File: src/rtl/pifo_sched_pkg.sv
// Shared definitions for the root PIFO dequeue scheduler: root-word layout, FSM states
// and the gPFC pause comparison.
package pifo_sched_pkg;

    localparam int BUFFER_ADDR_WIDTH = 12;
    localparam int PIFO_RANK_WIDTH   = 18;
    localparam int PIFO_ROOT_WIDTH   = 32;
    localparam int CREDIT_WIDTH      = 4;

    typedef enum logic [1:0] {
        ST_IDLE     = 2'd0,
        ST_POP_WAIT = 2'd1,
        ST_ISSUE    = 2'd2
    } sched_state_e;

    // {valid[31], overflow[30], rank[29:12], addr[11:0]}
    typedef struct packed {
        logic                         valid;
        logic                         overflow;
        logic [PIFO_RANK_WIDTH-1:0]   rank;
        logic [BUFFER_ADDR_WIDTH-1:0] addr;
    } root_word_t;

    function automatic logic rank_paused(
        input logic                       gpfc_valid,
        input logic [PIFO_RANK_WIDTH-1:0] rank,
        input logic [PIFO_RANK_WIDTH-1:0] pause_rank
    );
        return gpfc_valid & (rank >= pause_rank);
    endfunction

endpackage

File: src/rtl/pifo_root_dequeue_scheduler_if.sv
// Handshake bundle between the scheduler (master modport) and its bypass checker,
// calendar PIFO, gPFC source and packet-buffer read engine (slave modport).
interface pifo_root_dequeue_scheduler_if
    import pifo_sched_pkg::*;
#(
    parameter int CNT_WIDTH = 32
);
    logic                         s_bypass_valid;
    logic [PIFO_ROOT_WIDTH-1:0]   s_bypass_info;
    logic                         s_bypass_en;
    logic                         s_bypass_ready;

    logic [PIFO_ROOT_WIDTH-1:0]   s_cal_top;
    logic                         m_cal_pop;
    logic                         m_cal_ins_valid;
    logic [PIFO_ROOT_WIDTH-1:0]   m_cal_ins_info;
    logic                         s_cal_ins_ready;

    logic                         s_gpfc_valid;
    logic [PIFO_RANK_WIDTH-1:0]   s_gpfc_pause_rank;

    logic                         m_rd_valid;
    logic [BUFFER_ADDR_WIDTH-1:0] m_rd_addr;
    logic                         m_rd_src;
    logic                         m_rd_ready;
    logic                         s_rd_done;
    logic                         m_credit_err;

    logic [CNT_WIDTH-1:0]         m_stat_bypass;
    logic [CNT_WIDTH-1:0]         m_stat_cal;
    logic [CNT_WIDTH-1:0]         m_stat_pause;

    modport master (
        input  s_bypass_valid, s_bypass_info, s_bypass_en, s_cal_top, s_cal_ins_ready,
               s_gpfc_valid, s_gpfc_pause_rank, m_rd_ready, s_rd_done,
        output s_bypass_ready, m_cal_pop, m_cal_ins_valid, m_cal_ins_info,
               m_rd_valid, m_rd_addr, m_rd_src, m_credit_err,
               m_stat_bypass, m_stat_cal, m_stat_pause
    );

    modport slave (
        output s_bypass_valid, s_bypass_info, s_bypass_en, s_cal_top, s_cal_ins_ready,
               s_gpfc_valid, s_gpfc_pause_rank, m_rd_ready, s_rd_done,
        input  s_bypass_ready, m_cal_pop, m_cal_ins_valid, m_cal_ins_info,
               m_rd_valid, m_rd_addr, m_rd_src, m_credit_err,
               m_stat_bypass, m_stat_cal, m_stat_pause
    );

endinterface

File: src/rtl/pifo_root_credit_counter.sv
// Outstanding buffer-read credit counter: saturates at 0 and MAX_CREDITS, and flags
// (sticky) a returned credit that would overflow the pool.
module pifo_root_credit_counter
    import pifo_sched_pkg::*;
#(
    parameter int MAX_CREDITS = 4
) (
    input  logic clk,
    input  logic rst,
    input  logic inc_i,
    input  logic dec_i,
    output logic zero_o,
    output logic full_o,
    output logic err_o
);

    localparam logic [CREDIT_WIDTH-1:0] MAX_CNT = CREDIT_WIDTH'(MAX_CREDITS);

    logic [CREDIT_WIDTH-1:0] cnt_q, cnt_d;
    logic                    err_q, err_d;

    // Next count; a simultaneous return and consume leaves the count unchanged
    always_comb begin
        cnt_d = cnt_q;
        err_d = err_q;
        if (inc_i && !dec_i) begin
            if (cnt_q == MAX_CNT) begin
                err_d = 1'b1;
            end else begin
                cnt_d = cnt_q + CREDIT_WIDTH'(1);
            end
        end else if (dec_i && !inc_i) begin
            if (cnt_q != {CREDIT_WIDTH{1'b0}}) begin
                cnt_d = cnt_q - CREDIT_WIDTH'(1);
            end else begin
                cnt_d = cnt_q;
            end
        end else begin
            cnt_d = cnt_q;
        end
    end

    // Credit and error state registers
    always_ff @(posedge clk or posedge rst) begin
        if (rst) begin
            cnt_q <= MAX_CNT;
            err_q <= 1'b0;
        end else begin
            cnt_q <= cnt_d;
            err_q <= err_d;
        end
    end

    assign zero_o = (cnt_q == {CREDIT_WIDTH{1'b0}});
    assign full_o = (cnt_q == MAX_CNT);
    assign err_o  = err_q;

endmodule

File: src/rtl/pifo_root_dequeue_scheduler.sv
// Root PIFO dequeue scheduler: routes each root entry to the buffer read slot or to calendar
// insert, and pops the calendar top when idle. Statistics counters exist only when
// PIFO_SCHED_STATS_EN is defined.
module pifo_root_dequeue_scheduler
    import pifo_sched_pkg::*;
#(
    parameter int MAX_CREDITS = 4,
    parameter int CNT_WIDTH   = 32
) (
    input  logic                           clk,
    input  logic                           rst,
    pifo_root_dequeue_scheduler_if.master  bus
);

    sched_state_e                 state_q, state_d;
    logic                         rd_valid_q, rd_valid_d;
    logic [BUFFER_ADDR_WIDTH-1:0] rd_addr_q, rd_addr_d;
    logic                         rd_src_q, rd_src_d;
    logic                         ins_full_q, ins_full_d;
    logic [PIFO_ROOT_WIDTH-1:0]   ins_info_q, ins_info_d;

    root_word_t top_s;
    logic       paused_s;
    logic       bypass_ready_s;
    logic       accept_s;
    logic       load_s;
    logic       pop_s;
    logic       rd_hs_s;
    logic       credit_zero_s;
    logic       credit_full_s;
    logic       credit_err_s;
    logic       unused_sink_s;

    assign top_s = root_word_t'(bus.s_cal_top);
    // The overflow bit travels with the entry but plays no part in dequeue decisions
    assign unused_sink_s = top_s.overflow ^ credit_full_s;

    // Routing and pop decisions; a bypass load always wins over a calendar pop
    always_comb begin
        paused_s       = rank_paused(bus.s_gpfc_valid, top_s.rank, bus.s_gpfc_pause_rank);
        bypass_ready_s = ~rst & (~ins_full_q | bus.s_cal_ins_ready);
        accept_s       = bus.s_bypass_valid & bypass_ready_s;
        load_s         = accept_s & bus.s_bypass_en & (state_q == ST_IDLE) & ~credit_zero_s;
        pop_s          = ~rst & (state_q == ST_IDLE) & ~load_s & top_s.valid
                         & ~credit_zero_s & ~paused_s;
        rd_hs_s        = rd_valid_q & bus.m_rd_ready;
    end

    // Insert register: drains on calendar ready, reloads with any accepted non-bypass entry
    always_comb begin
        ins_full_d = ins_full_q;
        ins_info_d = ins_info_q;
        if (accept_s && !load_s) begin
            ins_full_d = 1'b1;
            ins_info_d = bus.s_bypass_info;
        end else if (ins_full_q && bus.s_cal_ins_ready) begin
            ins_full_d = 1'b0;
        end else begin
            ins_full_d = ins_full_q;
        end
    end

    // Read-slot FSM; POP_WAIT gives the calendar one cycle to present its new top
    always_comb begin
        state_d    = state_q;
        rd_valid_d = rd_valid_q;
        rd_addr_d  = rd_addr_q;
        rd_src_d   = rd_src_q;
        case (state_q)
            ST_IDLE: begin
                if (load_s) begin
                    state_d    = ST_ISSUE;
                    rd_valid_d = 1'b1;
                    rd_addr_d  = bus.s_bypass_info[BUFFER_ADDR_WIDTH-1:0];
                    rd_src_d   = 1'b1;
                end else if (pop_s) begin
                    state_d    = ST_POP_WAIT;
                    rd_addr_d  = top_s.addr;
                    rd_src_d   = 1'b0;
                end else begin
                    state_d    = ST_IDLE;
                end
            end
            ST_POP_WAIT: begin
                state_d    = ST_ISSUE;
                rd_valid_d = 1'b1;
            end
            ST_ISSUE: begin
                if (bus.m_rd_ready) begin
                    state_d    = ST_IDLE;
                    rd_valid_d = 1'b0;
                end else begin
                    state_d    = ST_ISSUE;
                end
            end
            default: begin
                state_d    = ST_IDLE;
                rd_valid_d = 1'b0;
            end
        endcase
    end

    // Scheduler state registers
    always_ff @(posedge clk or posedge rst) begin
        if (rst) begin
            state_q    <= ST_IDLE;
            rd_valid_q <= 1'b0;
            rd_addr_q  <= {BUFFER_ADDR_WIDTH{1'b0}};
            rd_src_q   <= 1'b0;
            ins_full_q <= 1'b0;
            ins_info_q <= {PIFO_ROOT_WIDTH{1'b0}};
        end else begin
            state_q    <= state_d;
            rd_valid_q <= rd_valid_d;
            rd_addr_q  <= rd_addr_d;
            rd_src_q   <= rd_src_d;
            ins_full_q <= ins_full_d;
            ins_info_q <= ins_info_d;
        end
    end

    pifo_root_credit_counter #(
        .MAX_CREDITS (MAX_CREDITS)
    ) u_credits (
        .clk    (clk),
        .rst    (rst),
        .inc_i  (bus.s_rd_done),
        .dec_i  (rd_hs_s),
        .zero_o (credit_zero_s),
        .full_o (credit_full_s),
        .err_o  (credit_err_s)
    );

    assign bus.s_bypass_ready  = bypass_ready_s;
    assign bus.m_cal_pop       = pop_s;
    assign bus.m_cal_ins_valid = ins_full_q;
    assign bus.m_cal_ins_info  = ins_info_q;
    assign bus.m_rd_valid      = rd_valid_q;
    assign bus.m_rd_addr       = rd_addr_q;
    assign bus.m_rd_src        = rd_src_q;
    assign bus.m_credit_err    = credit_err_s;

`ifdef PIFO_SCHED_STATS_EN
    logic [CNT_WIDTH-1:0] stat_bypass_q, stat_bypass_d;
    logic [CNT_WIDTH-1:0] stat_cal_q, stat_cal_d;
    logic [CNT_WIDTH-1:0] stat_pause_q, stat_pause_d;
    logic                 stall_s;

    // Issues are counted at the read handshake; stalls on every paused idle cycle
    always_comb begin
        stall_s       = (state_q == ST_IDLE) & top_s.valid & paused_s;
        stat_bypass_d = stat_bypass_q;
        stat_cal_d    = stat_cal_q;
        stat_pause_d  = stat_pause_q;
        if (rd_hs_s && rd_src_q) begin
            stat_bypass_d = stat_bypass_q + CNT_WIDTH'(1);
        end else if (rd_hs_s) begin
            stat_cal_d = stat_cal_q + CNT_WIDTH'(1);
        end else begin
            stat_bypass_d = stat_bypass_q;
        end
        if (stall_s) begin
            stat_pause_d = stat_pause_q + CNT_WIDTH'(1);
        end else begin
            stat_pause_d = stat_pause_q;
        end
    end

    // Statistics registers, free-running and wrapping
    always_ff @(posedge clk or posedge rst) begin
        if (rst) begin
            stat_bypass_q <= {CNT_WIDTH{1'b0}};
            stat_cal_q    <= {CNT_WIDTH{1'b0}};
            stat_pause_q  <= {CNT_WIDTH{1'b0}};
        end else begin
            stat_bypass_q <= stat_bypass_d;
            stat_cal_q    <= stat_cal_d;
            stat_pause_q  <= stat_pause_d;
        end
    end

    assign bus.m_stat_bypass = stat_bypass_q;
    assign bus.m_stat_cal    = stat_cal_q;
    assign bus.m_stat_pause  = stat_pause_q;
`else
    assign bus.m_stat_bypass = {CNT_WIDTH{1'b0}};
    assign bus.m_stat_cal    = {CNT_WIDTH{1'b0}};
    assign bus.m_stat_pause  = {CNT_WIDTH{1'b0}};
`endif

endmodule

File: src/flat_wrapper.sv
// flat-port wrapper written by rule: the top's interface ports become plain ports
module pifo_root_dequeue_scheduler_flat import pifo_sched_pkg::*;
#(
    parameter int MAX_CREDITS = 4,
    parameter int CNT_WIDTH   = 32
)
  (clk, rst, bus_s_bypass_valid, bus_s_bypass_info, bus_s_bypass_en, bus_s_cal_top, bus_s_cal_ins_ready, bus_s_gpfc_valid, bus_s_gpfc_pause_rank, bus_m_rd_ready, bus_s_rd_done, bus_s_bypass_ready, bus_m_cal_pop, bus_m_cal_ins_valid, bus_m_cal_ins_info, bus_m_rd_valid, bus_m_rd_addr, bus_m_rd_src, bus_m_credit_err, bus_m_stat_bypass, bus_m_stat_cal, bus_m_stat_pause);
  pifo_root_dequeue_scheduler_if #(.CNT_WIDTH(CNT_WIDTH)) bus_i ();
  input  logic clk;
  input  logic rst;
  input wire logic [$bits(bus_i.s_bypass_valid)-1:0] bus_s_bypass_valid;
  input wire logic [$bits(bus_i.s_bypass_info)-1:0] bus_s_bypass_info;
  input wire logic [$bits(bus_i.s_bypass_en)-1:0] bus_s_bypass_en;
  input wire logic [$bits(bus_i.s_cal_top)-1:0] bus_s_cal_top;
  input wire logic [$bits(bus_i.s_cal_ins_ready)-1:0] bus_s_cal_ins_ready;
  input wire logic [$bits(bus_i.s_gpfc_valid)-1:0] bus_s_gpfc_valid;
  input wire logic [$bits(bus_i.s_gpfc_pause_rank)-1:0] bus_s_gpfc_pause_rank;
  input wire logic [$bits(bus_i.m_rd_ready)-1:0] bus_m_rd_ready;
  input wire logic [$bits(bus_i.s_rd_done)-1:0] bus_s_rd_done;
  output wire logic [$bits(bus_i.s_bypass_ready)-1:0] bus_s_bypass_ready;
  output wire logic [$bits(bus_i.m_cal_pop)-1:0] bus_m_cal_pop;
  output wire logic [$bits(bus_i.m_cal_ins_valid)-1:0] bus_m_cal_ins_valid;
  output wire logic [$bits(bus_i.m_cal_ins_info)-1:0] bus_m_cal_ins_info;
  output wire logic [$bits(bus_i.m_rd_valid)-1:0] bus_m_rd_valid;
  output wire logic [$bits(bus_i.m_rd_addr)-1:0] bus_m_rd_addr;
  output wire logic [$bits(bus_i.m_rd_src)-1:0] bus_m_rd_src;
  output wire logic [$bits(bus_i.m_credit_err)-1:0] bus_m_credit_err;
  output wire logic [$bits(bus_i.m_stat_bypass)-1:0] bus_m_stat_bypass;
  output wire logic [$bits(bus_i.m_stat_cal)-1:0] bus_m_stat_cal;
  output wire logic [$bits(bus_i.m_stat_pause)-1:0] bus_m_stat_pause;
  assign bus_i.s_bypass_valid = bus_s_bypass_valid;
  assign bus_i.s_bypass_info = bus_s_bypass_info;
  assign bus_i.s_bypass_en = bus_s_bypass_en;
  assign bus_i.s_cal_top = bus_s_cal_top;
  assign bus_i.s_cal_ins_ready = bus_s_cal_ins_ready;
  assign bus_i.s_gpfc_valid = bus_s_gpfc_valid;
  assign bus_i.s_gpfc_pause_rank = bus_s_gpfc_pause_rank;
  assign bus_i.m_rd_ready = bus_m_rd_ready;
  assign bus_i.s_rd_done = bus_s_rd_done;
  assign bus_s_bypass_ready = bus_i.s_bypass_ready;
  assign bus_m_cal_pop = bus_i.m_cal_pop;
  assign bus_m_cal_ins_valid = bus_i.m_cal_ins_valid;
  assign bus_m_cal_ins_info = bus_i.m_cal_ins_info;
  assign bus_m_rd_valid = bus_i.m_rd_valid;
  assign bus_m_rd_addr = bus_i.m_rd_addr;
  assign bus_m_rd_src = bus_i.m_rd_src;
  assign bus_m_credit_err = bus_i.m_credit_err;
  assign bus_m_stat_bypass = bus_i.m_stat_bypass;
  assign bus_m_stat_cal = bus_i.m_stat_cal;
  assign bus_m_stat_pause = bus_i.m_stat_pause;
  pifo_root_dequeue_scheduler #(.MAX_CREDITS(MAX_CREDITS), .CNT_WIDTH(CNT_WIDTH)) u_core (.clk(clk), .rst(rst), .bus(bus_i));
endmodule
File: config.mk
export PLATFORM = sky130hd
export DESIGN_NAME = pifo_root_dequeue_scheduler_flat
export DESIGN_NICKNAME = d
export VERILOG_FILES = /design/src/rtl/pifo_sched_pkg.sv /design/src/rtl/pifo_root_dequeue_scheduler_if.sv /design/src/rtl/pifo_root_credit_counter.sv /design/src/rtl/pifo_root_dequeue_scheduler.sv /design/src/flat_wrapper.sv
export SDC_FILE = /design/constraint.sdc
export NUM_CORES = 1
export LEC_CHECK = 0
export ABC_AREA = 1
export CAP_MARGIN = 40
export CORE_MARGIN = 5
export CORE_UTILIZATION = 37
export CTS_CLUSTER_SIZE = 28
export DETAILED_ROUTE_END_ITERATION = 16
export PLACE_DENSITY = 0.82
export SYNTH_ARGS = -nofsm -noshare
export SYNTH_HDL_FRONTEND = slang
export SYNTH_SLANG_ARGS = --single-unit
export TNS_END_PERCENT = 50
File: constraint.sdc
create_clock -name clk -period 3.3 [get_ports clk]
set_input_delay 0.495 -clock clk [delete_from_list [all_inputs] [get_ports clk]]
set_output_delay 0.495 -clock clk [all_outputs]
set_load 0.05 [all_outputs]
== Yosys cells after proc, flatten, opt, wreduce, memory -nomap -nowiden ==
Index checks and enable logic that the tools add are counted.
Word-level totals
  register bits after elaboration: 54
  input bits: 90
  output and inout bits: 146
  logic and storage cells: 70
Operators by class
  add/subtract/negate cells: 2
  order comparisons: 1
  equality and inequality tests: 6
  muxes and demuxes: 17
  bitwise operators: 18
  reductions and logical operators: 18
Operators with widths (number)
  12-bit two-way mux: 2
  18-bit greater-or-equal comparator: 1
  4-bit two-way mux: 4
  1-bit bitwise AND: 12
  2-bit nonzero test: 4
  1-bit two-way mux: 7
  2-bit one-hot mux with 3 select lines: 1
  2-bit AND reduction: 3
  1-bit inverter: 5
  4-bit by 1-bit adder with 4-bit output (second input constant): 1
  4-bit by 3-bit == test with 1-bit output (second input constant): 1
  1-bit logical AND: 4
  4-bit zero test: 1
  2-bit two-way mux: 2
  2-bit != test (second input constant): 2
  4-bit nonzero test: 1
  4-bit by 1-bit subtractor with 4-bit output (second input constant): 1
  1-bit zero test: 3
  1-bit one-hot mux with 3 select lines: 1
  3-bit AND reduction: 1
  2-bit by 1-bit == test with 1-bit output (second input constant): 1
  2-bit == test (second input constant): 1
  2-bit zero test: 1
  2-bit by 1-bit != test with 1-bit output (second input constant): 1
  1-bit OR: 1

== Depth between registers and ports, before layout ==
Gate-level depths: netlist (run 1).
  depth in word-level cells: 15
  depth in mapped cells: 16

== By module ==
Synthesis (run 1) repeated with hierarchy kept, for this count alone.
Unflattened totals
  cells, all modules: 440
  area total of the unflattened synthesis: 3674.8 µm²
Modules (own cells, without submodules)
  pifo_root_dequeue_scheduler: instances 1, cells each 391, area each 3301.9 µm², seq. area each 1226.2 µm²
  pifo_root_credit_counter: instances 1, cells each 49, area each 372.9 µm², seq. area each 126.4 µm²

== Worst setup path before layout (run 1) ==
No wires, ideal clock.
  path kind: input-to-output
  start: input port rst
  end: output port bus_m_cal_pop
  data arrival time: 2660 ps
  setup slack: 145 ps
  stages on the path: 9
  buffers on the path: 1
  cells stage by stage: inv_1 > nand3_1 > inv_1 > nand4_4 > nand4_1 > inv_2 > nand2_4 > buf_6 > inv_1
Between the ends
  cells in the longest elaborated chain, start to end: 11
  elaborated cells on any way between the ends: 12
RTL lines
  from (decl): RTL line flat_wrapper.sv:10  | input logic rst;
  1-bit inverter (*): RTL line pifo_root_dequeue_scheduler.sv:41, pifo_root_dequeue_scheduler.sv:44
  1-bit bitwise AND: RTL line pifo_root_dequeue_scheduler.sv:41  | bypass_ready_s = ~rst & (~ins_full_q | bus.s_cal_ins_ready);
  1-bit bitwise AND: RTL line pifo_root_dequeue_scheduler.sv:42  | accept_s = bus.s_bypass_valid & bypass_ready_s;
  1-bit bitwise AND (3 in a row): RTL line pifo_root_dequeue_scheduler.sv:43  | load_s = accept_s & bus.s_bypass_en & (state_q == ST_IDLE) & ~credit_zero_s;
  1-bit inverter: RTL line pifo_root_dequeue_scheduler.sv:44  | pop_s = ~rst & (state_q == ST_IDLE) & ~load_s & top_s.valid
  1-bit bitwise AND (*) (2 in a row): RTL line pifo_root_dequeue_scheduler.sv:44
  1-bit bitwise AND (*) (2 in a row): RTL line pifo_root_dequeue_scheduler.sv:45  | & ~credit_zero_s & ~paused_s;
  to (decl): RTL line flat_wrapper.sv:21  | output wire logic [$bits(bus_i.m_cal_pop)-1:0] bus_m_cal_pop;
Every way passes the cells marked *; elsewhere a longest branch is shown, timed or not.

== Worst setup path in the final report (run 1) ==
  start: input port bus_s_gpfc_pause_rank[17]
  end: output port bus_m_cal_pop
Between the ends
  cells in the longest elaborated chain, start to end: 4
RTL lines
  from (decl): RTL line flat_wrapper.sv:17  | input wire logic [$bits(bus_i.s_gpfc_pause_rank)-1:0] bus_s_gpfc_pause_rank;
  18-bit greater-or-equal comparator: RTL line pifo_sched_pkg.sv:29  | return gpfc_valid & (rank >= pause_rank);
  1-bit bitwise AND: RTL line pifo_sched_pkg.sv:29
  1-bit inverter: RTL line pifo_root_dequeue_scheduler.sv:45
  1-bit bitwise AND: RTL line pifo_root_dequeue_scheduler.sv:45
Every way passes these cells.

==> metrics.cfg, run 1 <==
[power]
max-vdd-ir-drop_v = 0.000735
power_density_mw_per_mm2 = 672
leakage_nw = 2.61

[routing]
drc_errors = 0
drtPass1Iterations = 4
viasPerCell = 4.18
routed_wl_mm = 9.63
wl_per_cell_um = 13.0
drtAntennaViolNets = 0
drt-initial-drc-count = 122
vias = 3087

[sta]
max_freq_mhz = 358
slew_viol_final = 0
layout_setup_ws_ns = 0.510
fin_crit_ns = 2.79
fin_crit_sh = 0.845
fin_skew_ns = 0.0157
rsz0062_at_grt = false
finalHoldViolations = 0
max_slew.worst_pin.slew_ns = 0.705
setup-violations-final = 0
tns_ns = 0
max_slew_margin = 0.530

[cts]
cts_max_level = 2
hold_buffers = 0
postCtsSetupBuffers = 0
numClockSinks = 54
cts_tree = done
clkLatencyLatePin_ns = 0.31
postCtsResizedCells = 0
clock_path_buffers = 2
root_buffer = clkbuf_8
clkTransAtPathRegs_ns = 0.09
numCtsBuffers = 5

[floorplanning]
rows = 36
start_util = 0.376
die_area_mm2 = 0.0119
boundaryPins = 236
die_w_um = 109
fp.coreArea_mm2 = 0.00968
fp.dieH_um = 109

[final_layout]
fin_nets = 716
final_area_mm2 = 0.00490
final_common_cell = nand2_1
ff_latch_area_mm2 = 0.00135
n_fill_cell = 900
drive_gt1_frac = 0.0364
multi_input_comb_area_mm2 = 0.00165
area_growth_pct = 34.7
final_cell_mix = 146 x nand2_1, 137 x clkdlybuf4s50_1, 96 x conb_1
antenna_cells = 0

[logic_synthesis]
synth-edff-count = 0
ys_warn_count = 0
netlist_instances = 468
syn-cell-area_mm2 = 0.00364
postSynthAreaPerCell_um2 = 7.78
ys_seq_area_frac = 0.371
ys_async_sr_fraction = 1.00
synthFlopType = dfrtp_1
yosysUniqueCellTypes = 30
ys_ff_latch = 54

[place]
pre_cts_slack_ns = 0.514
gp_congestion = 0.841
io_buffers = 138
dp_hpwl_mm = 7.75
place_area_mm2 = 0.00478

[global_route]
grt_max_degree = 55
grtUsageTotal = 0.147
grt_antenna_before_repair = 0
grt_pass1_wl_mm = 13.9
grt_remaining_overflow = 0
grt_pass1_vias = 2947

[critical_path]
worstPathRequired_ns = 2.80
cp-end-kind = output pin
path_class = in2out
critical_path_peak_fanout = 3
cp-start-kind = input port
arrival_ns = 2.30

[hold_path]
hp-class = reg2reg

[outcome]
status = finished clean

[run]
maxCapViolations = 0

## worst paths after layout
check,endpoint,cells after the start,slack [ns],from
worst min register to register,u_core.u_credits.err_o,2,0.47,u_core.u_credits.err_o
worst min-delay path,u_core.u_credits.err_o,2,0.47,u_core.u_credits.err_o
worst max-delay path,bus_m_cal_pop,13,0.51,bus_s_gpfc_pause_rank[17]
max in group asynchronous,u_core.u_credits.err_o,3,1.96,rst
min in group asynchronous,u_core.bus.m_cal_ins_valid,3,0.84,rst
worst max register to register,u_core.bus.m_cal_ins_info[31],7,1.19,u_core.u_credits.cnt_q[2]
## through the flow
step | hold WS (ns) | cells | total power [mW] | utilization
2_1_floorplan | 0.442 | 563 | 2.33 | -
3_3_place_gp | 0.455 | 730 | 2.78 | 0.494
3_5_place_dp | 0.458 | 730 | 2.83 | 0.494
4_1_cts | 0.481 | 738 | 3.32 | 0.506
5_1_grt | 0.497 | 738 | 3.47 | 0.506
6_report | 0.473 | 738 | 3.30 | 0.506
## power by group
part | internal, mW | switching (mW) | total, mW
clock | 0.250 | 0.231 | 0.481
combinational | 0.561 | 1.25 | 1.82
sequential | 0.862 | 0.138 | 1.00
total | 1.67 | 1.62 | 3.30
## flip-flops by register name, indices dropped and copies added (netlist names)
register and flops:
u_core.u_credits.err_o 1, u_core.bus.m_rd_src 1, u_core.bus.m_cal_ins_info 32, u_core.bus.m_rd_addr 12, u_core.bus.m_cal_ins_valid 1, u_core.state_q 2
u_core.u_credits.cnt_q 4, u_core.bus.m_rd_valid 1
## cells in the mapped netlist (all sizes together), types with 2 or more instances
library cell | instances | area share
a21oi | 8 | 0.011
buf | 105 | 0.21
clkbuf | 3 | 0.0034
dfrtp | 53 | 0.36
ha | 21 | 0.072
inv | 53 | 0.055
nand2 | 149 | 0.16
nand3 | 18 | 0.025
nand3b | 2 | 0.0041
nand4 | 4 | 0.011
nor2 | 13 | 0.015
o21ai | 28 | 0.038
xnor2 | 2 | 0.0048
## logic make-up (layout without fill, tap and decap cells)
group,Yosys count,count (layout),synth area share
adder cells (fa/ha/maj),22,22,0.0777
AND/OR/NAND/NOR,188,188,0.216
other,1,96,0.00103
AO/OA/AOI/OAI,38,38,0.0536
XOR/XNOR,3,3,0.00722
flip-flops,54,54,0.371
buffers and inverters,162,204,0.273
## layout make-up
type	count	area share
repair buffers	142	0.287
clock buffers	6	0.0168
flip-flops and latches	54	0.276
clock inverters	2	0.00791
inverters	54	0.0413
well taps	133	0.0339
multi-input cells	347	0.337
## worst max-delay path: stages
cell,delay (ns)
clkdlybuf4s50_1,0.46
inv_1,0.04
ha_1,0.28
nand2_1,0.10
nor2_2,0.16
inv_1,0.07
nor3_1,0.14
nand2_1,0.07
nand3_1,0.08
nand2_1,0.10
nand2_4,0.09
inv_1,0.04
buf_4,0.18
## metal layers
metal | share of wire | track usage | wire (um) | vias up
met5 | 0 | 0 | 0 | -
met1 | 0.36 | 0.157 | 3480 | 1410
li1 | - | - | - | 1509
met2 | 0.50 | 0.267 | 4800 | 155
met4 | 0.015 | 0.0392 | 142 | 0
met3 | 0.13 | 0.0598 | 1210 | 13
Power figures use the tool's default switching activity.
==> run 2, diff against run 1 <==
==> constraint.sdc (replaced) <==
create_clock -name clk -period 2.62 [get_ports clk]
set_input_delay 0.393 -clock clk [delete_from_list [all_inputs] [get_ports clk]]
set_output_delay 0.393 -clock clk [all_outputs]
set_load 0.05 [all_outputs]
==> run 2 against run 1 <==
- combinational power is 29% higher
- sequential share of layout area is 1.1 points lower
- cell count is 0.14% higher
- via count is 0.62% higher
- cell area is 4.1% higher
- worst setup slack worse by 0.39 ns
- global-route usage is 0.61 points higher
- wire length is 5.5% higher
- flip-flop and latch count stayed put
==> metrics.cfg, run 2 (synthesized netlist as in run 1, its figures left out) <==
[routing]
drtAntennaViolNets = 0
drtPass1Iterations = 4
routed.top_layer = met4
viasPerCell = 4.20
dr_wl_met2_mm = 5.25
routed_wl_mm = 10.2
wl_met1_mm = 3.47
drc_errors = 0
route.met3.wl_mm = 1.30
drt-initial-drc-count = 107
vias = 3106
wl_per_cell_um = 13.7

[sta]
max_slew.worst_pin.slew_ns = 0.710
fin_crit_ns = 2.50
max_freq_mhz = 400
fin_crit_sh = 0.955
finalHoldViolations = 0
slew_viol_final = 0
fin_skew_ns = 0.00910
max_slew_margin = 0.527
setup-violations-final = 0

[floorplanning]
start_util = 0.376
die_area_mm2 = 0.0119
fp.dieH_um = 109
die_w_um = 109
rows = 36
fp.coreArea_mm2 = 0.00968
boundaryPins = 236

[cts]
cts_max_level = 2
hold_buffers = 0
clkLatencyLatePin_ns = 0.32
postCtsSetupBuffers = 0
root_buffer = clkbuf_8
numClockSinks = 54
clkTransAtPathRegs_ns = 0.11
cts_tree = done
clock_path_buffers = 2
numCtsBuffers = 5

[critical_path]
cp-start-kind = input port
path_class = in2out
crit_start = bus_s_cal_top[28]
cp-end-kind = output pin
r2r-end = u_core.bus.m_cal_ins_info[15]
regToRegSetupSlack_ns = 0.43
worstPathRequired_ns = 2.23
critical_path_peak_fanout = 3
r2r_start = u_core.u_credits.cnt_q[1]
arrival_ns = 2.11
timing.critical_path.to = bus_m_cal_pop
rr_worst_depth = 8

[final_layout]
largest_register_ffs = 32
area_growth_pct = 40.2
final_common_cell = nand2_1
fin_util = 0.527
drive_gt1_frac = 0.0891
n_fill_cell = 910
final_cell_mix = 139 x nand2_1, 128 x clkdlybuf4s50_1, 96 x conb_1
antenna_cells = 0
fin_nets = 717

[global_route]
grt_max_degree = 55
grt_pass1_vias = 3048
grtUsageTotal = 0.153
grt_remaining_overflow = 0
grt_pass1_wl_mm = 14.3
grt_antenna_before_repair = 0

[place]
gp_congestion = 0.804
dp_hpwl_mm = 8.10
io_buffers = 138

[run]
maxCapViolations = 0

[power]
power_density_mw_per_mm2 = 822
max-vdd-ir-drop_v = 0.000596
leakage_nw = 2.69
finalPower_mw = 4.20

[outcome]
status = finished clean

[hold_path]
hp-class = reg2reg

[run 2: cell types whose count changed in the layout (fill, tap and decap cells not counted), moves of 2 or more]
cell	delta
nand3_1	-2
nand2_2	+6
nor2_1	-4
inv_1	-7
ha_4	+8
clkinvlp_4	+2
ha_1	-8
nor2_2	+2
nand2_1	-7
clkdlybuf4s50_1	-9
nor2_4	+2
inv_2	+5
dlymetal6s2s_1	+8
nand3_2	+2
[run 2: layout make-up]
type | instances | area, um^2 | share of cell area
multi-input combinational | 347 | 1810 | 0.355
timing repair buffer | 143 | 1450 | 0.283
sequential | 54 | 1350 | 0.265
inverter | 54 | 210 | 0.0412
tap | 133 | 166 | 0.0326
clock buffer | 5 | 68.8 | 0.0135
clock inverter | 3 | 47.5 | 0.00931
[run 2: worst min path at each step]
| stage | from | endpoint | depth (start not counted) |
|---|---|---|---|
| 2_1_floorplan | u_core.u_credits.cnt_q[3] | u_core.u_credits.cnt_q[3] | 1 |
| 6_report | u_core.bus.m_cal_ins_info[19] | u_core.bus.m_cal_ins_info[19] | 2 |
| 3_3_place_gp | u_core.u_credits.err_o | u_core.u_credits.err_o | 2 |
| 4_1_cts | u_core.u_credits.err_o | u_core.u_credits.err_o | 2 |
| 5_1_grt | u_core.u_credits.cnt_q[3] | u_core.u_credits.cnt_q[3] | 1 |
| 3_5_place_dp | u_core.u_credits.err_o | u_core.u_credits.err_o | 2 |
[run 2: timing repair]
action,in CTS,in global routing
gates resized for setup,2,38
endpoints found under the setup margin,1,1
pin swaps,1,17
gates cloned,0,0
[run 2: through the flow]
step | setup TNS (ns) | hold slack (ns) | worst slack (ns) | instances | area, um^2
2_1_floorplan | 0 | 0.442 | 0.0170 | 563 | 4010
3_3_place_gp | -0.0179 | 0.455 | -0.0157 | 731 | 4810
3_5_place_dp | -0.458 | 0.458 | -0.0641 | 731 | 4810
4_1_cts | 0 | 0.483 | 0.0131 | 739 | 4930
5_1_grt | -0.0151 | 0.504 | -0.0151 | 739 | 5100
6_report | 0 | 0.490 | 0.118 | 739 | 5100
[run 2: critical path, cell delays in order]
cell             delay [ns]
clkdlybuf4s50_1        0.40
ha_1                   0.29
nand2_2                0.07
nor2_4                 0.15
inv_2                  0.06
nor3_2                 0.16
nand2_1                0.08
nand3_2                0.09
nand2_2                0.07
nand2_4                0.09
clkinvlp_4             0.09
buf_12                 0.15
[run 2: where the power goes]
group / leakage [nW] / internal (mW) / total (mW) / switching, mW
combinational: 1.96 / 0.733 / 2.34 / 1.61
clock: 0.0587 / 0.290 / 0.595 / 0.305
sequential: 0.664 / 1.09 / 1.26 / 0.173
total: 2.69 / 2.11 / 4.20 / 2.09
[run 2: per-layer routing]
metal / vias to the layer above / track usage
met5: - / 0
met4: 0 / 0.0401
met3: 11 / 0.0681
met2: 150 / 0.281
met1: 1428 / 0.158
li1: 1517 / -
==> RTL change, RTL diff (settings of run 2) <==
`CNT_WIDTH` is set to 32 in 3 places; all go to 28.
--- a/src/rtl/pifo_root_dequeue_scheduler_if.sv
+++ b/src/rtl/pifo_root_dequeue_scheduler_if.sv
@@ -4,5 +4,5 @@
     import pifo_sched_pkg::*;
 #(
-    parameter int CNT_WIDTH = 32
+    parameter int CNT_WIDTH = 28
 );
     logic                         s_bypass_valid;
--- a/src/rtl/pifo_root_dequeue_scheduler.sv
+++ b/src/rtl/pifo_root_dequeue_scheduler.sv
@@ -6,5 +6,5 @@
 #(
     parameter int MAX_CREDITS = 4,
-    parameter int CNT_WIDTH   = 32
+    parameter int CNT_WIDTH   = 28
 ) (
     input  logic                           clk,
--- a/src/flat_wrapper.sv
+++ b/src/flat_wrapper.sv
@@ -3,5 +3,5 @@
 #(
     parameter int MAX_CREDITS = 4,
-    parameter int CNT_WIDTH   = 32
+    parameter int CNT_WIDTH   = 28
 )
   (clk, rst, bus_s_bypass_valid, bus_s_bypass_info, bus_s_bypass_en, bus_s_cal_top, bus_s_cal_ins_ready, bus_s_gpfc_valid, bus_s_gpfc_pause_rank, bus_m_rd_ready, bus_s_rd_done, bus_s_bypass_ready, bus_m_cal_pop, bus_m_cal_ins_valid, bus_m_cal_ins_info, bus_m_rd_valid, bus_m_rd_addr, bus_m_rd_src, bus_m_credit_err, bus_m_stat_bypass, bus_m_stat_cal, bus_m_stat_pause);
Interface: changed (resized bus_m_stat_bypass, bus_m_stat_cal and bus_m_stat_pause); port bits go from 236 to 224. The function was not compared with the original's and may differ.
==> RTL change against run 2 <==
- clock power decreased by 24%
- total power decreased by 5.5%
- final area decreased by 4.2%
- wire length decreased by 9.7%
- synthesized area decreased by 2.5%
- sequential cell count unchanged
- critical path type unchanged
- register-to-register slack improved by 0.26 ns
- utilization decreased by 0.058 points
- setup slack got worse by 0.00097 ns
- largest power group unchanged
==> RTL change: results (changes against run 2) <==
- Fraction of registers with async set/reset: 1.000 (unchanged)
- First-pass GRT wire length: 14470 um (+1.4%)
- Pleak: 0.002561 uW (-4.7%)
- Clock Latency Late Sink: 0.30 ns (-0.02 ns)
- Synth top area cells: dfrtp_1, buf_4, nand2_1, ha_1, inv_1
- Ys Warns: 0 (unchanged)
- Synth Flop Type: dfrtp_1
- Clock-pin slew on the worst setup and hold paths: 0.09 ns (-0.02 ns)
- Slew of the pin with the lowest slew margin: 0.6859 ns (-0.02405 ns)
- Post-synth top cells: nand2_1, buf_4, dfrtp_1
- Clock buffer depth: 2 (unchanged)
- Synth Area in XOR/XNOR: 0.007400 (+0.0001831)
- Via density: 4.181 (-0.53%)
- Hold crit path type: flip-flop to flip-flop
- Fill count: 866 (-4.8%)
- CP Data Arrival Time: 2.11 ns (about the same)
- Clock skew: 0.01414 ns (+0.005041 ns)
- Crit Path Max Fanout: 3 (unchanged)
- Layout cells sized above 1: 0.05537 (-0.03374)
- Max reg flops: 32 (unchanged)
- Synth Area in Adders: 0.07963 (+0.001970)
- Clk root buf: clkbuf_8
- Routed Antenna Nets: 0 (unchanged)
- Gp weighted congestion: 0.7699 (-4.2%)
- Pre-CTS WS: 0.004713 ns (+0.06882 ns)
- Unique masters post-synth: 30 (unchanged)
- Fin nets: 707 (-1.4%)
- Worst vdd ir: 0.0004380 V (-27%)
- Vias in the first global route: 3086 (+1.2%)
- Antenna diodes: 0 (unchanged)
- TritonCTS Buffers: 5 (unchanged)
- Max-cap violations: 0 (unchanged)
- Gr usage total: 0.1527 (-0.0005009)
- # Post-CTS Setup Buffers: 0 (unchanged)
- Pin count of the biggest net entering global routing: 55 (unchanged)
- First DRT Iteration DRCs: 106 (-0.93%)
- Register area share after synthesis: 0.3809 (+0.009424)
- CTS H-tree depth: 2 (unchanged)
- R2R setup slack: 0.69 ns (+0.26 ns)
- HPWL Detailed: 7735 um (-4.6%)
- Mux share of post-synthesis cell area: 0 (unchanged)
- Pre-antenna DRT Iters: 4 (unchanged)
- Number of port buffers: 138 (unchanged)
- Post-synthesis compound-gate area fraction: 0.05497 (+0.001360)
- Initial antenna violation count: 0 (unchanged)
- Status: finished clean
- DR WL/cell: 12.65 um (-7.9%)
- Fmax: 399.4 MHz (about the same)
==> RTL change: cells by family (layout without fill, tap and decap cells) <==
| logic type | count (synthesis) | in the layout |
|---|---|---|
| AND/OR/NAND/NOR | 188 | 188 |
| buffers and inverters | 150 | 207 |
| flip-flops | 54 | 54 |
| AO/OA/AOI/OAI | 38 | 38 |
| adder cells (fa/ha/maj) | 22 | 22 |
| XOR/XNOR | 3 | 3 |
| other | 1 | 84 |
==> RTL change: power breakdown <==
group	switching [uW]	total, uW	internal (uW)	leakage, uW
clock	263	453	190	0.0000385
combinational	1540	2260	723	0.00186
sequential	168	1250	1090	0.000664
total	1970	3970	2000	0.00256
==> RTL change: metal layers <==
layer	global-route usage	share of wire
met5	0	0
met4	0.02795	0.0052
met3	0.06806	0.13
met2	0.2846	0.50
met1	0.1593	0.36
==> RTL change: layout make-up <==
type                       count  share of cell area
timing repair buffer         145              0.2949
inverter                      54             0.04300
sequential                    54              0.2767
clock buffer                   7             0.01561
clock inverter                 1            0.001536
multi-input combinational    335              0.3353
tap                          129             0.03302
==> RTL change: path summary, 6_finish.rpt <==
| kind | cells after the start | start | to |
|---|---|---|---|
| max | 13 | bus_s_gpfc_pause_rank[17] | bus_m_cal_pop |
| min | 2 | u_core.u_credits.err_o$_DFFE_PP0P_ | u_core.u_credits.err_o$_DFFE_PP0P_ |
| max reg2reg | 8 | u_core.u_credits.cnt_q[1]$_DFFE_PP0P_ | u_core.bus.m_cal_ins_info[25]$_DFFE_PP0P_ |
| min reg2reg | 2 | u_core.u_credits.err_o$_DFFE_PP0P_ | u_core.u_credits.err_o$_DFFE_PP0P_ |
| max in group asynchronous | 3 | rst | u_core.bus.m_cal_ins_info[15]$_DFFE_PP0P_ |
| min in group asynchronous | 3 | rst | u_core.bus.m_cal_ins_info[23]$_DFFE_PP0P_ |
==> RTL change: what timing repair did <==
action | in CTS | in global routing
setup endpoints to repair | 1 | 1
hold buffers | 0 | 0
cloned | 0 | 0
resized for setup | 2 | 8
pin swaps | 1 | 3
==> RTL change: stage by stage <==
| step | instance area, um^2 | total power [uW] | cells | hold WS [ns] |
|---|---|---|---|---|
| floorplan | 3870 | 2884 | 539 | 0.4416 |
| global placement | 4772 | 3483 | 717 | 0.4516 |
| detailed placement | 4772 | 3542 | 717 | 0.4577 |
| CTS | 4861 | 4002 | 725 | 0.4824 |
| global route | 4888 | 4215 | 725 | 0.5019 |
| finish | 4888 | 3966 | 725 | 0.4728 |
==> RTL change: critical path, cell delays in order <==
cell and delay [ns]:
clkdlybuf4s50_1 0.45, inv_1 0.04, ha_1 0.30, nand2_2 0.08
nor2_4 0.15, nand3_1 0.09, nor2_1 0.09, nor2_1 0.05
nand3_2 0.08, nand2_2 0.06, nand2_4 0.07, clkinvlp_4 0.09
buf_12 0.15
